File: src/rtl/sdram_arbiter.sv
// sdram_arbiter: two-master request arbiter in front of the SDRAM controller.
// Master 0 is the CPU bus, master 1 the video/DMA fetch engine. The winning
// request is latched and held on the controller port until s_ready. Then
// the granted master gets a one-cycle ready and, for reads, registered data.
// A DONE cycle always follows s_ready, so the controller sees valid low in
// the cycle after it signals ready.
// Optional feature: define SDRAM_ARB_ROUND_ROBIN_EN for alternating grants
// on contention. The default build gives master 0 fixed priority.
module sdram_arbiter #(
  parameter int ADDR_WIDTH = 25,
  parameter int DATA_WIDTH = 32
) (
  input  logic                    clk,
  input  logic                    resetn,
  input  logic                    m0_valid,
  input  logic [ADDR_WIDTH-1:0]   m0_addr,
  input  logic [DATA_WIDTH-1:0]   m0_din,
  input  logic [DATA_WIDTH/8-1:0] m0_wmask,
  output logic [DATA_WIDTH-1:0]   m0_dout,
  output logic                    m0_ready,
  input  logic                    m1_valid,
  input  logic [ADDR_WIDTH-1:0]   m1_addr,
  input  logic [DATA_WIDTH-1:0]   m1_din,
  input  logic [DATA_WIDTH/8-1:0] m1_wmask,
  output logic [DATA_WIDTH-1:0]   m1_dout,
  output logic                    m1_ready,
  output logic                    s_valid,
  output logic [ADDR_WIDTH-1:0]   s_addr,
  output logic [DATA_WIDTH-1:0]   s_din,
  output logic [DATA_WIDTH/8-1:0] s_wmask,
  input  logic [DATA_WIDTH-1:0]   s_dout,
  input  logic                    s_ready,
  output logic                    grant
);

  localparam int MASK_WIDTH = DATA_WIDTH / 8;

  typedef enum logic [1:0] {
    ARB_IDLE,
    ARB_BUSY,
    ARB_DONE
  } arb_state_e;

  arb_state_e              state_q;
  logic                    s_valid_q;
  logic [ADDR_WIDTH-1:0]   s_addr_q;
  logic [DATA_WIDTH-1:0]   s_din_q;
  logic [MASK_WIDTH-1:0]   s_wmask_q;
  logic [DATA_WIDTH-1:0]   m0_dout_q;
  logic [DATA_WIDTH-1:0]   m1_dout_q;
  logic                    m0_ready_q;
  logic                    m1_ready_q;
  logic                    grant_q;
  logic                    last_grant_q;
  logic                    winner_d;

  // Pick the master that wins arbitration if the IDLE edge sees a request.
  // With no requester the value is unused, so it parks on last_grant.
  always_comb begin
    winner_d = last_grant_q;
`ifdef SDRAM_ARB_ROUND_ROBIN_EN
    if (m0_valid && m1_valid) begin
      winner_d = ~last_grant_q;
    end else if (m0_valid) begin
      winner_d = 1'b0;
    end else if (m1_valid) begin
      winner_d = 1'b1;
    end
`else
    if (m0_valid) begin
      winner_d = 1'b0;
    end else if (m1_valid) begin
      winner_d = 1'b1;
    end
`endif
  end

  // Arbitration FSM with all controller- and master-facing outputs registered.
  always_ff @(posedge clk or negedge resetn) begin
    if (!resetn) begin
      state_q      <= ARB_IDLE;
      s_valid_q    <= 1'b0;
      s_addr_q     <= '0;
      s_din_q      <= '0;
      s_wmask_q    <= '0;
      m0_dout_q    <= '0;
      m1_dout_q    <= '0;
      m0_ready_q   <= 1'b0;
      m1_ready_q   <= 1'b0;
      grant_q      <= 1'b0;
      last_grant_q <= 1'b1;
    end else begin
      case (state_q)
        ARB_IDLE: begin
          if (m0_valid || m1_valid) begin
            s_valid_q <= 1'b1;
            grant_q   <= winner_d;
            s_addr_q  <= winner_d ? m1_addr  : m0_addr;
            s_din_q   <= winner_d ? m1_din   : m0_din;
            s_wmask_q <= winner_d ? m1_wmask : m0_wmask;
            state_q   <= ARB_BUSY;
          end
        end
        ARB_BUSY: begin
          if (s_ready) begin
            s_valid_q <= 1'b0;
            if (s_wmask_q == '0) begin
              if (grant_q) begin
                m1_dout_q <= s_dout;
              end else begin
                m0_dout_q <= s_dout;
              end
            end
            if (grant_q) begin
              m1_ready_q <= 1'b1;
            end else begin
              m0_ready_q <= 1'b1;
            end
            state_q <= ARB_DONE;
          end
        end
        ARB_DONE: begin
          m0_ready_q   <= 1'b0;
          m1_ready_q   <= 1'b0;
          last_grant_q <= grant_q;
          state_q      <= ARB_IDLE;
        end
        default: begin
          state_q <= ARB_IDLE;
        end
      endcase
    end
  end

  assign s_valid  = s_valid_q;
  assign s_addr   = s_addr_q;
  assign s_din    = s_din_q;
  assign s_wmask  = s_wmask_q;
  assign m0_dout  = m0_dout_q;
  assign m1_dout  = m1_dout_q;
  assign m0_ready = m0_ready_q;
  assign m1_ready = m1_ready_q;
  assign grant    = grant_q;

endmodule

File: config.mk
export PLATFORM = sky130hd
export DESIGN_NAME = sdram_arbiter
export DESIGN_NICKNAME = d
export VERILOG_FILES = /design/src/rtl/sdram_arbiter.sv
export SDC_FILE = /design/constraint.sdc
export NUM_CORES = 1
export LEC_CHECK = 0
export CAP_MARGIN = 20
export CORE_ASPECT_RATIO = 0.5
export CORE_MARGIN = 2
export CORE_UTILIZATION = 30
export CTS_CLUSTER_DIAMETER = 150
export DETAILED_ROUTE_END_ITERATION = 6
export SLEW_MARGIN = 10
export SYNTH_ARGS = -nofsm -noshare
export SYNTH_HDL_FRONTEND = slang
export SYNTH_SLANG_ARGS = --single-unit
File: constraint.sdc
create_clock -name clk -period 2.75 [get_ports clk]
set_input_delay 0.4125 -clock clk [delete_from_list [all_inputs] [get_ports clk]]
set_output_delay 0.4125 -clock clk [all_outputs]
set_load 0.05 [all_outputs]
==> metrics.cfg <==
[yosys]
syn_inst=511
syn_nets=670
synth_warnings=0
synth_area_um2=5990
avgSynthCellArea_um2=11.7
ys_ff_latch=131
seq_area_frac_synth_pct=54.8
ys_types=26

[placement]
hpwl_um=13100
gp_congestion=0.792
io_buffer_count=287
placed_area_um2=9140

[cells_and_area]
layout_commonest_cell=clkdlybuf4s50_1
syn_to_final_growth_pct=63.5
layout_common_cells=clkdlybuf4s50_1 (284), dfrtp_1 (131), o21ai_0 (64)
design_area_um2=9790
drive_gt1_share_pct=14.4
fin_nets=939
finish.utilization_pct=50.2

[drt]
firstDrtPassIters=4
vias=5196
viasPerCell=4.90
totalWireLength_um=19100
final_antenna_net_count=0
wl_per_cell_um=18.0
drtIter0Drc=297
drcViolationCount=0

[power]
vdd_drop_max_mv=0.670
power_density_nw_per_um2=1330
p_leak_uw=0.00403

[sta]
fin_crit_sh_pct=79.9
slew_viol_final=0
relSlewSlack_pct=58.0
hold_violations=0
worstMarginPinSlew_ns=0.630
post-route-min-period_ns=2.20
finalSetupViolCount=0
grt_setup_unrepaired=no
finClkSkew_ns=0.00804
fin_setup_tns_ns=0
fmax_mhz=455

[critical_path]
cpPeakStageDelay_ns=0.89
r2r_cells=4
crit_buf_inv=1
critPathLaunchType=flip-flop
cp_data_required_time_ns=2.34
cp_max_fo=6
endpoint_kind=output pin
path_delay_family=buffers and inverters
critPathArrivalTime_ns=1.78
cp_slowest_cell=clkdlybuf4s50_1
cp.depth=1
setup.worst_path.class=reg2out
worstPathCellList=clkdlybuf4s50_1

[grt]
grt_max_degree=85
antenna_found_initial=1
grtUsageTotal_pct=18.1
grt_pass1_wl_um=30000
grt_pass1_vias=5291
grt-ovfl-total=0

[die]
dieArea_um2=21200
core_um2=19500
io_pins=288
die_x_um=204
num_rows=36
start_util_pct=30.7
die_y_um=104

[clock_tree]
clk_pin_slew_ns=0.06
clock_latency_ns=0.41
postCtsSetupBuffers=0
cts_buffers=17
cts_sinks=131
hold_buffers=1
clk_path_buf_depth=2
cts_tree=built
post_cts_resize_count=0
cts-root-buf=clkbuf_16
cts_max_level=4

[min_path]
hold_class=in2async

[outcome]
status=finished clean

[job]
drv_cap=0

layout make-up:
cell class                 count  area [um2]
antenna                        1        2.50
clock inverter                13         196
inverter                       4        15.0
clock buffer                  19         443
timing repair buffer         299        3020
tap                          266         333
sequential                   131        3280
multi-input combinational    327        2500
fill                        1730        9720
synth_stat cells, drive strengths merged:
library cell	count	area [um2]
inv	4	15.0
nand3b	1	7.51
or4	1	11.3
or2	1	6.26
a22o	1	8.76
dfrtp	131	3280
nor3	2	15.0
a211oi	1	7.51
o21ai	64	320
nor2	2	7.51
a22oi	61	458
nand2	2	7.51
nor3b	2	15.0
clkbuf	41	154
or3	1	6.26
mux2	64	833
a21oi	1	5.00
buf	8	57.6
nor2b	61	382
a31o	1	8.76
a31oi	61	382
per-layer routing:
metal  track usage (%)  vias up  share of wire (%)
met3              3.54       34                3.6
met5                 0        -                  0
met2              30.9      146                 51
met1              22.4     2584                 42
li1                  -     2432                  -
met4              7.30        0                2.8
flip-flops by register name, summed over array words and instances, names as in the netlist:
register  flops
s_din        32
s_valid       1
m1_ready      1
m1_dout      32
state_q       2
m0_ready      1
m0_dout      32
grant         1
s_addr       25
s_wmask       4
logic make-up after synthesis:
logic type             Yosys count  share of synthesized area, %
AOI/OAI and AO/OA              190                          19.9
buffers and inverters           53                          3.78
DFF                            131                          54.8
muxes                           64                          13.9
and+or+nand+nor                 73                          7.65
power breakdown:
part	total, uW	internal [uW]	switching (uW)
sequential	3430	2810	614
combinational	7120	2670	4450
clock	2460	1560	901
path summary, 6_finish.rpt:
kind | start | end | slack [ns]
worst max-delay path | grant$_DFFE_PN0P_ | grant | 0.55
worst min-delay path | resetn | s_din[15]$_DFFE_PN0P_ | 0.46
worst max register to register | s_wmask[1]$_DFFE_PN0P_ | m1_dout[25]$_DFFE_PN0P_ | 0.60
worst min register to register | s_valid$_DFFE_PN0P_ | s_valid$_DFFE_PN0P_ | 0.48
max in group asynchronous | resetn | m1_dout[30]$_DFFE_PN0P_ | 1.54
min in group clk | s_valid$_DFFE_PN0P_ | s_valid$_DFFE_PN0P_ | 0.48
metrics by stage:
stage	power [uW]	cells	hold WS [ns]	worst slack (ns)
2_1_floorplan	8000	511	0.117	0.529
3_3_place_gp	10500	1026	0.358	0.489
3_5_place_dp	10600	1026	0.354	0.442
4_1_cts	13100	1059	0.450	0.515
5_1_grt	13600	1060	0.479	0.494
6_report	13000	1060	0.458	0.553
Note: power is estimated with default switching activity, not from simulation.
